File: config.mk
export PLATFORM = sky130hd
export DESIGN_NAME = mem_stage_lsu
export DESIGN_NICKNAME = d
export VERILOG_FILES = /design/src/rtl/mem_stage_lsu_pkg.sv /design/src/rtl/mem_stage_lsu_lane_fmt.sv /design/src/rtl/mem_stage_lsu.sv
export SDC_FILE = /design/constraint.sdc
export NUM_CORES = 1
export LEC_CHECK = 0
export BUFFER_PORTS_ARGS = -buffer_cell sky130_fd_sc_hd__buf_2
export CAP_MARGIN = 10
export CORE_MARGIN = 4
export CORE_UTILIZATION = 45
export CTS_BUF_LIST = sky130_fd_sc_hd__clkbuf_4 sky130_fd_sc_hd__clkbuf_8 sky130_fd_sc_hd__clkbuf_16
export DETAILED_ROUTE_END_ITERATION = 10
export PLACE_DENSITY = 0.72
export REMOVE_ABC_BUFFERS = 1
export SYNTH_ARGS = -nofsm -noshare
export SYNTH_HDL_FRONTEND = slang
export SYNTH_SLANG_ARGS = --single-unit
File: constraint.sdc
create_clock -name clk -period 4.56 [get_ports clk]
set_input_delay 0.912 -clock clk [delete_from_list [all_inputs] [get_ports clk]]
set_output_delay 0.912 -clock clk [all_outputs]
set_load 0.02 [all_outputs]
File: src/rtl/mem_stage_lsu_pkg.sv
// Shared constants for the memory-stage load/store unit: funct3 encodings,
// FSM state codes, default address base and an access-size helper.
package mem_stage_lsu_pkg;

  localparam logic [2:0] LB  = 3'b000;
  localparam logic [2:0] LH  = 3'b001;
  localparam logic [2:0] LW  = 3'b010;
  localparam logic [2:0] LD  = 3'b011;
  localparam logic [2:0] LBU = 3'b100;
  localparam logic [2:0] LHU = 3'b101;
  localparam logic [2:0] LWU = 3'b110;

  localparam logic [2:0] SB  = 3'b000;
  localparam logic [2:0] SH  = 3'b001;
  localparam logic [2:0] SW  = 3'b010;
  localparam logic [2:0] SD  = 3'b011;

  localparam logic [1:0] ST_IDLE = 2'd0;
  localparam logic [1:0] ST_REQ  = 2'd1;
  localparam logic [1:0] ST_WAIT = 2'd2;
  localparam logic [1:0] ST_OUT  = 2'd3;

  localparam logic [63:0] LSU_ADDR_BASE = 64'h8000_0000;

  // Low address bits that must be zero for a naturally aligned access of this size.
  function automatic logic [2:0] size_mask(input logic [1:0] sz);
    case (sz)
      2'b00:   size_mask = 3'b000;
      2'b01:   size_mask = 3'b001;
      2'b10:   size_mask = 3'b011;
      default: size_mask = 3'b111;
    endcase
  endfunction

endpackage

File: src/rtl/mem_stage_lsu_lane_fmt.sv
// Byte-lane formatting: store strobes/data shifted to the lane offset, and
// load data extracted from the lane and sign/zero extended to XLEN.
module lsu_lane_fmt
  import mem_stage_lsu_pkg::*;
#(
  parameter int unsigned XLEN = 64
) (
  input  logic [2:0]                  funct3,
  input  logic [$clog2(XLEN/8)-1:0]   off,
  input  logic [XLEN-1:0]             wdata,
  input  logic [XLEN-1:0]             rdata,
  output logic [XLEN/8-1:0]           wstrb_c,
  output logic [XLEN-1:0]             wdata_c,
  output logic [XLEN-1:0]             rdata_fmt_c
);

  localparam int unsigned STRB_W = XLEN / 8;

  logic [XLEN-1:0] shifted;

  assign wdata_c = wdata << {off, 3'b000};
  assign shifted = rdata >> {off, 3'b000};

  always_comb begin
    wstrb_c = '0;
    case (funct3[1:0])
      2'b00:   wstrb_c = STRB_W'(1)  << off;
      2'b01:   wstrb_c = STRB_W'(3)  << off;
      2'b10:   wstrb_c = STRB_W'(15) << off;
      default: wstrb_c = '1;
    endcase
  end

  always_comb begin
    rdata_fmt_c = '0;
    case (funct3)
      LB:      rdata_fmt_c = XLEN'($signed(shifted[7:0]));
      LH:      rdata_fmt_c = XLEN'($signed(shifted[15:0]));
      LW:      rdata_fmt_c = XLEN'($signed(shifted[31:0]));
      LD:      rdata_fmt_c = shifted;
      LBU:     rdata_fmt_c = XLEN'(shifted[7:0]);
      LHU:     rdata_fmt_c = XLEN'(shifted[15:0]);
      LWU:     rdata_fmt_c = XLEN'(shifted[31:0]);
      default: rdata_fmt_c = '0;
    endcase
  end

endmodule

File: src/rtl/mem_stage_lsu.sv
// Memory-stage load/store unit with valid/ready on EX and WB sides and a
// variable-latency memory port. Optional macro LSU_MISALIGN_EXC_EN turns
// misaligned accesses into exceptions instead of silently aligning them.
module mem_stage_lsu
  import mem_stage_lsu_pkg::*;
#(
  parameter int unsigned XLEN      = 64,
  parameter int unsigned ADDR_W    = 64,
  parameter logic [63:0] ADDR_BASE = LSU_ADDR_BASE,
  parameter int unsigned IDX_W     = 32
) (
  input  logic                clk,
  input  logic                reset,
  input  logic                in_valid,
  output logic                in_ready,
  input  logic [ADDR_W-1:0]   in_pc,
  input  logic                in_is_load,
  input  logic                in_is_store,
  input  logic [2:0]          in_funct3,
  input  logic [XLEN-1:0]     in_alu_result,
  input  logic [XLEN-1:0]     in_wdata,
  input  logic [4:0]          in_rd,
  input  logic                in_rf_wen,
  output logic                mem_req_valid,
  input  logic                mem_req_ready,
  output logic                mem_req_wen,
  output logic [IDX_W-1:0]    mem_req_idx,
  output logic [XLEN-1:0]     mem_req_wdata,
  output logic [XLEN/8-1:0]   mem_req_wstrb,
  input  logic                mem_resp_valid,
  input  logic [XLEN-1:0]     mem_resp_rdata,
  output logic                out_valid,
  input  logic                out_ready,
  output logic [ADDR_W-1:0]   out_pc,
  output logic [4:0]          out_rd,
  output logic                out_rf_wen,
  output logic [XLEN-1:0]     out_wb_data,
  output logic                out_exc
);

  localparam int unsigned STRB_W = XLEN / 8;
  localparam int unsigned OFF_W  = $clog2(STRB_W);

  logic [1:0]          state, state_nxt;
  logic                hs, in_mem, illegal, misalign, direct, resp_take;
  logic [OFF_W-1:0]    in_off, align_mask, off_eff;
  logic [IDX_W-1:0]    req_idx;
  logic [2:0]          fmt_funct3;
  logic [OFF_W-1:0]    fmt_off;
  logic [STRB_W-1:0]   fmt_wstrb;
  logic [XLEN-1:0]     fmt_wdata, fmt_rdata;

  logic [ADDR_W-1:0]   op_pc;
  logic [4:0]          op_rd;
  logic                op_rf_wen, op_store;
  logic [2:0]          op_funct3;
  logic [OFF_W-1:0]    op_off;

  logic                out_valid_nxt, out_rf_wen_nxt, out_exc_nxt;
  logic [ADDR_W-1:0]   out_pc_nxt;
  logic [4:0]          out_rd_nxt;
  logic [XLEN-1:0]     out_wb_data_nxt;
  logic                req_valid_nxt, req_wen_nxt;
  logic [IDX_W-1:0]    req_idx_nxt;
  logic [XLEN-1:0]     req_wdata_nxt;
  logic [STRB_W-1:0]   req_wstrb_nxt;

  assign in_ready = (state == ST_IDLE) && (!out_valid || out_ready);
  assign hs       = in_valid && in_ready;
  assign in_mem   = in_is_load || in_is_store;
  assign illegal  = (XLEN == 32) && in_mem && ((in_funct3 == LD) || (in_funct3 == LWU));

  assign in_off     = in_alu_result[OFF_W-1:0];
  assign align_mask = OFF_W'(size_mask(in_funct3[1:0]));
  assign req_idx    = IDX_W'((ADDR_W'(in_alu_result) - ADDR_W'(ADDR_BASE)) >> OFF_W);

`ifdef LSU_MISALIGN_EXC_EN
  assign misalign = in_mem && (|(in_off & align_mask));
  assign off_eff  = in_off;
`else
  assign misalign = 1'b0;
  assign off_eff  = in_off & ~align_mask;
`endif

  // Ops that never touch memory complete straight from IDLE.
  assign direct    = !in_mem || illegal || misalign;
  assign resp_take = mem_resp_valid &&
                     ((state == ST_WAIT) || ((state == ST_REQ) && mem_req_ready));

  // IDLE formats the incoming store; afterwards the latched op formats the response.
  assign fmt_funct3 = (state == ST_IDLE) ? in_funct3 : op_funct3;
  assign fmt_off    = (state == ST_IDLE) ? off_eff   : op_off;

  lsu_lane_fmt #(.XLEN(XLEN)) u_lane_fmt (
    .funct3      (fmt_funct3),
    .off         (fmt_off),
    .wdata       (in_wdata),
    .rdata       (mem_resp_rdata),
    .wstrb_c     (fmt_wstrb),
    .wdata_c     (fmt_wdata),
    .rdata_fmt_c (fmt_rdata)
  );

  always_ff @(posedge clk) begin
    if (hs) begin
      op_pc     <= in_pc;
      op_rd     <= in_rd;
      op_rf_wen <= in_rf_wen;
      op_store  <= in_is_store;
      op_funct3 <= in_funct3;
      op_off    <= off_eff;
    end
  end

  always_comb begin
    state_nxt       = state;
    out_valid_nxt   = out_valid && !out_ready;
    out_pc_nxt      = out_pc;
    out_rd_nxt      = out_rd;
    out_rf_wen_nxt  = out_rf_wen;
    out_wb_data_nxt = out_wb_data;
    out_exc_nxt     = out_exc;
    req_valid_nxt   = mem_req_valid;
    req_wen_nxt     = mem_req_wen;
    req_idx_nxt     = mem_req_idx;
    req_wdata_nxt   = mem_req_wdata;
    req_wstrb_nxt   = mem_req_wstrb;

    case (state)
      ST_IDLE: begin
        if (hs && direct) begin
          out_valid_nxt   = 1'b1;
          out_pc_nxt      = in_pc;
          out_rd_nxt      = in_rd;
          out_rf_wen_nxt  = !in_mem && in_rf_wen;
          out_exc_nxt     = misalign && !illegal;
          out_wb_data_nxt = illegal ? '0 : in_alu_result;
          if (in_mem) state_nxt = ST_OUT;
        end else if (hs) begin
          req_valid_nxt = 1'b1;
          req_wen_nxt   = in_is_store;
          req_idx_nxt   = req_idx;
          req_wdata_nxt = in_is_store ? fmt_wdata : '0;
          req_wstrb_nxt = in_is_store ? fmt_wstrb : '0;
          state_nxt     = ST_REQ;
        end
      end
      ST_REQ: begin
        if (mem_req_ready) begin
          req_valid_nxt = 1'b0;
          state_nxt     = mem_resp_valid ? ST_OUT : ST_WAIT;
        end
      end
      ST_WAIT: begin
        if (mem_resp_valid) state_nxt = ST_OUT;
      end
      ST_OUT: begin
        if (out_ready) state_nxt = ST_IDLE;
      end
      default: state_nxt = ST_IDLE;
    endcase

    // A response landing together with the request acceptance is taken here too.
    if (resp_take) begin
      out_valid_nxt   = 1'b1;
      out_pc_nxt      = op_pc;
      out_rd_nxt      = op_rd;
      out_rf_wen_nxt  = op_rf_wen && !op_store;
      out_wb_data_nxt = op_store ? '0 : fmt_rdata;
      out_exc_nxt     = 1'b0;
    end
  end

  always_ff @(posedge clk) begin
    if (reset) begin
      state         <= ST_IDLE;
      out_valid     <= 1'b0;
      out_pc        <= '0;
      out_rd        <= '0;
      out_rf_wen    <= 1'b0;
      out_wb_data   <= '0;
      out_exc       <= 1'b0;
      mem_req_valid <= 1'b0;
      mem_req_wen   <= 1'b0;
      mem_req_idx   <= '0;
      mem_req_wdata <= '0;
      mem_req_wstrb <= '0;
    end else begin
      state         <= state_nxt;
      out_valid     <= out_valid_nxt;
      out_pc        <= out_pc_nxt;
      out_rd        <= out_rd_nxt;
      out_rf_wen    <= out_rf_wen_nxt;
      out_wb_data   <= out_wb_data_nxt;
      out_exc       <= out_exc_nxt;
      mem_req_valid <= req_valid_nxt;
      mem_req_wen   <= req_wen_nxt;
      mem_req_idx   <= req_idx_nxt;
      mem_req_wdata <= req_wdata_nxt;
      mem_req_wstrb <= req_wstrb_nxt;
    end
  end

endmodule

Yosys cells after proc, flatten, opt, wreduce, memory -nomap -nowiden
Cells that the tools add are included.
{ "classes": {"addsub": 1, "n_eq_ne": 20, "n_shift": 5, "muxes": 35, "bitwise": 3, "n_reduce_logical": 26} }
{ "ops": {"columns": ["cell", "count"], "rows": [
  ["$mux W64", 8],
  ["$pmux W64 S7", 1],
  ["$shl A64 B6 Y64", 1],
  ["$shr A64 B6 Y64", 1],
  ["$sub A35 B32 Y35 const B", 1],
  ["$pmux W8 S3", 1],
  ["$mux W5", 3],
  ["$mux W2", 6],
  ["$mux W1", 10],
  ["$ne A2 B2 Y1 const B", 5],
  ["$eq A3 B3 Y1 const B", 3],
  ["$pmux W3 S3", 1],
  ["$eq A2 B2 Y1 const B", 4],
  ["$logic_and A1 B1 Y1", 8],
  ["$mux W8", 1],
  ["$pmux W2 S4", 1],
  ["$shl A1 B3 Y8 const A", 1],
  ["$shl A2 B3 Y8 const A", 1],
  ["$shl A4 B3 Y8 const A", 1],
  ["$eq A2 B1 Y1 const B", 3],
  ["$eq A3 B2 Y1 const B", 2],
  ["$logic_not A2 Y1", 3],
  ["$mux W3", 2],
  ["$reduce_bool A2 Y1", 3],
  ["14 further kinds", 19]
]} }
{ "totals": {"regBits": 320, "in_bits": 273, "output_inout_bits": 243, "elab_cells": 107} }

Depth between registers and ports, before layout
{ "logic_depth": {"ltp_word": 9, "ltp_mapped": 15, "mapped_depth_nobuf": 10} }

By module
A second synthesis with hierarchy kept.
{ "unflattened": {"cells_unflattened": 1820, "area_unflattened_um2": 16254.3} }
{ "modules_own_cells": {"columns": ["mod", "instances", "cells_each", "area_each_um2", "seq_area_each_um2"], "rows": [
  ["mem_stage_lsu", 1, 1264, 12095.4, 7176.9],
  ["lsu_lane_fmt", 1, 556, 4159.0, 0.0]
]} }

Worst setup path after synthesis
Ideal clock, no wire load.
{ "synth_path": {"kind": "input-to-reg", "startpoint": "input port out_ready", "endpoint": "register mem_req_wstrb[5]", "setup_ns": 0.074, "arrival_ns": 3.976, "t_required_ns": 4.486, "path_slack_ns": 0.509, "path_stages": 8, "n_path_buf": 1, "path_cell_list": "nand2b_1 > nand3_1 > inv_1 > nand2_1 > nor2_1 > buf_4 > nand2_1 > a31oi_1"} }
{ "synth_between": {"elab_chain_cells": 6} }
{ "synth_rtl": {"columns": ["item", "line", "source"], "rows": [
  ["start, declared", "mem_stage_lsu.sv:33", "input logic out_ready,"],
  ["$logic_or A1 B1 Y1 (*)", "mem_stage_lsu.sv:68", "assign in_ready = (state == ST_IDLE) && (!out_valid || out_ready);"],
  ["$logic_and A1 B1 Y1 (*)", "mem_stage_lsu.sv:68", null],
  ["$logic_and A1 B1 Y1 (*)", "mem_stage_lsu.sv:69", "assign hs = in_valid && in_ready;"],
  ["via hs", "mem_stage_lsu.sv:45", "logic hs, in_mem, illegal, misalign, direct, resp_take;"],
  ["$logic_and A1 B1 Y1", "mem_stage_lsu.sv:131", "if (hs && direct) begin"],
  ["$not A1 Y1 (no line)", null, null],
  ["$reduce_and A3 Y1 (no line) (*)", null, null],
  ["end signal, assigned", "mem_stage_lsu.sv:200", "mem_req_wstrb <= req_wstrb_nxt;"],
  ["end, declared", "mem_stage_lsu.sv:29", "output logic [XLEN/8-1:0] mem_req_wstrb,"]
]} }
Mark *: on every way through the listed nets, which the timed path passes. The rest lies on a longest branch.
A chain may end at the register's enable or synchronous reset.

Final worst setup path
{ "layout_path": {"startpoint": "register state[0]", "endpoint": "register out_wb_data[40]"} }
{ "layout_between": {"elab_chain_cells": 6, "word_cells_on_any_way": 25, "cone_classes": "8 x eq/ne; 1 x shift; 5 x mux; 11 x reduce/logical"} }
{ "layout_rtl": {"columns": ["item", "line", "source"], "rows": [
  ["start, declared", "mem_stage_lsu.sv:44", "logic [1:0] state, state_nxt;"],
  ["start signal, assigned", "mem_stage_lsu.sv:189", "state <= state_nxt;"],
  ["$logic_not A2 Y1 or $eq A2 B1 Y1 (tied branches)", null, null],
  ["$mux W3 (tied with other cells)", "mem_stage_lsu.sv:92", "assign fmt_off = (state == ST_IDLE) ? off_eff : op_off;"],
  ["$shr A64 B6 Y64 (tied with other cells)", "mem_stage_lsu_lane_fmt.sv:22", "assign shifted = rdata >> {off, 3'b000};"],
  ["$pmux W64 S7 (tied with other cells)", "mem_stage_lsu_lane_fmt.sv:36", "case (funct3)"],
  ["$mux W64 or $reduce_bool A2 Y1 (tied branches)", null, null],
  ["$mux W64 or $reduce_and A2 Y1 (tied branches)", null, null],
  ["end signal, assigned", "mem_stage_lsu.sv:194", "out_wb_data <= out_wb_data_nxt;"],
  ["end, declared", "mem_stage_lsu.sv:37", "output logic [XLEN-1:0] out_wb_data,"]
]} }
Parallel ways exist; a longest one is shown, timed or not.

==> flow_metrics.tcl <==
set metrics [dict create \
    postCtsHoldBufs 0 \
    ioPinCount 516 \
    worstPathMaxFanout 46 \
    power.density_mw_per_mm2 651 \
    wire_per_inst_um 23.5 \
    period_needed_ns 3.92 \
    r2r_setup_slack_ns 0.64 \
    critical_path_class "register to register" \
    path_cells "inv_1 > ha_1 > buf_4 > mux2_2 > ha_1 > a21oi_4 > nand2b_1 > buf_4 > o21ai_4 > buf_4 > a211o_1 > a31oi_2" \
    die_x_um 200 \
    h-tree-depth 2 \
    required_ns 4.95 \
    ys_top_cells_by_area "dfxtp_1 29%, edfxtp_1 14%, nand2_1 7.4%" \
    skew_ns 0.0202 \
    root_buffer "clkbuf_16" \
    cp-startpoint "state[0]$_SDFFE_PP0P_" \
    yosysTopAreaCell "dfxtp_1" \
    synthDistinctLibCells 82 \
    drc_errors 0 \
    via_per_inst 6.13 \
    dpl_cell_area_mm2 0.0194 \
    dr.pass1.iters 7 \
    io_buffers 514 \
    status "completed" \
    async_reset_ff_frac 0 \
    floorplan.core_area_mm2 0.0366 \
    synth_xor_area_frac 0.00105 \
    wirelength_um 65100 \
    synth_top_area_frac 0.292 \
    endpoint "out_wb_data[40]$_SDFFE_PP0P_" \
    setup_viol 0 \
    min_from "mem_req_idx[24]$_SDFFE_PP0P_" \
    ff2ff_path_depth 12 \
    clk_pin_slew_ns 0.06 \
    drv_cap 0 \
    layout_commonest_cell "buf_2" \
    synth.avg_cell_area_um2 9.00 \
    nets 2549 \
    cts_buffer_depth 3 \
    synthSimpleGateAreaFrac 0.159 \
    hold_path.class "register to register" \
    cts_tree "done" \
    peakVddDrop_mv 0.316 \
    multi_input_area_mm2 0.00864 \
    dp_hpwl_um 45500 \
    seq_area_mm2 0.00718 \
    ant_nets 0 \
    drt-initial-drc-count 1462 \
    worstPathArrival_ns 4.31 \
    synth_edf_count 77 \
    grt.total_usage 0.306 \
    reg2reg_from "state[0]$_SDFFE_PP0P_" \
    initial_core_util 0.455 \
    slew_violations 0 \
    grt.overflow.total 0 \
    cpMostUsedCell "buf_4" \
    whs_ns 0.451 \
    synthMuxAreaShare 0.0552 \
    grt_pass1_vias 16500 \
    place_congestion 0.932 \
    synth_compound_area_frac 0.290 \
    final_hold_viol_count 0 \
    ys_seq_elements 320 \
    area_growth_pct 23.8 \
    grt_pass1_wl_um 98900 \
    timing.rr.end "out_wb_data[40]$_SDFFE_PP0P_" \
    netlist_area_mm2 0.0167 \
    grt_max_degree 129 \
    insertion_delay_ns 0.56 \
    cts.sinks 320 \
    postCtsSetupBuffers 0 \
    die_area_mm2 0.0402 \
    synthAdderAreaFrac 0.00901 \
    fmax_ghz 0.255 \
    rsz0062_at_grt "no" \
    antenna_found_initial 25 \
    cpPeakStageDelay_ns 0.50 \
    fin_crit_sh 0.861 \
    leakage_nw 8.61 \
    worstSetupStartpointType "register" \
    critPathSlowestCell "ha_1" \
    syn_inst 1851 \
    vias 17000 \
    yosysSeqAreaShare 0.431 \
    yosysWarnings 0 \
    num-fill-cells 3334 \
    synth_top_family_by_area "compound AO/OA/AOI/OAI gates" \
    die_height_um 200 \
    critPathCaptureType "register" \
    p_total_mw 13.4 \
    worstMarginPinSlew_ns 1.09 \
    slew_headroom 0.269 \
    ys.flop_type "dfxtp_1" \
    cts_resized 0 \
    drive_gt1_frac 0.312 \
    final_cell_mix "513 x buf_2, 326 x nand2_1, 243 x dfxtp_1" \
    cts_made_buffers 37 \
    rows 70 \
    post-route-cell-area_mm2 0.0206 \
]
==> cell type report <==
class / instances / share of cell area
Multi-Input combinational cell: 1340 / 0.419
Sequential cell: 320 / 0.348
Timing Repair Buffer: 551 / 0.141
Clock buffer: 49 / 0.0510
Tap cell: 468 / 0.0284
Clock inverter: 18 / 0.00788
Inverter: 14 / 0.00261
Antenna cell: 16 / 0.00194
==> stage by stage <==
step,utilization,cells,TNS (ns),setup slack (ns)
2_1_floorplan,-,1674,-473.75,-3.49
3_3_place_gp,0.529,2693,0,0.866
3_5_place_dp,0.529,2693,0,0.723
4_1_cts,0.562,2760,0,0.689
5_1_grt,0.563,2771,0,0.415
6_report,0.564,2776,0,0.636
==> worst max-delay path, delay by kind of cell, from the launching register on <==
family,cells,cell delay [ns]
compound gates,4,0.73
fa+ha+maj,2,0.75
buf+inv,4,1.17
flops,1,0.33
mux,1,0.40
simple gates,1,0.30
==> Yosys cell counts (15+ instances only) <==
cell type,instances
o21ai_0,84
o21a_1,34
a31oi_1,23
mux2i_1,39
a21oi_1,108
a31oi_2,40
mux4_2,15
a22oi_1,46
o221ai_1,15
nand2_1,329
and3_1,23
a311oi_1,70
dfxtp_1,243
a211oi_1,35
buf_2,39
a211o_1,48
edfxtp_1,77
nor2_1,186
a21boi_0,20
clkbuf_1,102
nand3_1,42
==> metal layers <==
layer  wire (um)  up-vias  track usage
met5         151        -            0
met4        2410       22        0.120
met3        6190      163       0.0876
met2       31300      902        0.504
met1       25100     8227        0.382
li1            -     7708            -
==> how the worst min path moves through the flow <==
stage	to	slack, ns	cells after the start
floorplan	state[1]$_SDFFE_PP0P_	0.51	2
global placement	mem_req_wdata[54]$_SDFFE_PP0P_	0.44	2
detailed placement	mem_req_wdata[54]$_SDFFE_PP0P_	0.44	2
CTS	mem_req_wdata[54]$_SDFFE_PP0P_	0.45	2
global route	mem_req_wdata[50]$_SDFFE_PP0P_	0.47	2
finish	mem_req_idx[24]$_SDFFE_PP0P_	0.45	2
==> cell families after synthesis <==
group,after synthesis
compound gates,634
xor+xnor,2
fa+ha+maj,12
buf+inv,191
flops,320
mux,66
other cells,1
simple gates,625
==> flip-flops by register name (all words and copies together), names as in the netlist <==
signal	cells
mem_req_wdata	64
op_pc	64
out_pc	64
out_wb_data	64
mem_req_idx	32
mem_req_wstrb	8
op_rd	5
out_rd	5
op_funct3	3
op_off	3
state	2
mem_req_valid	1
mem_req_wen	1
op_rf_wen	1
op_store	1
out_rf_wen	1
out_valid	1
==> power by group <==
group / leakage [nW] / internal (mW) / total, mW / switching (mW)
clock network: 0.591 / 1.75 / 2.99 / 1.24
registers: 2.71 / 3.59 / 3.89 / 0.301
logic: 5.31 / 2.18 / 6.54 / 4.37
Power figures use the tool's default switching activity.
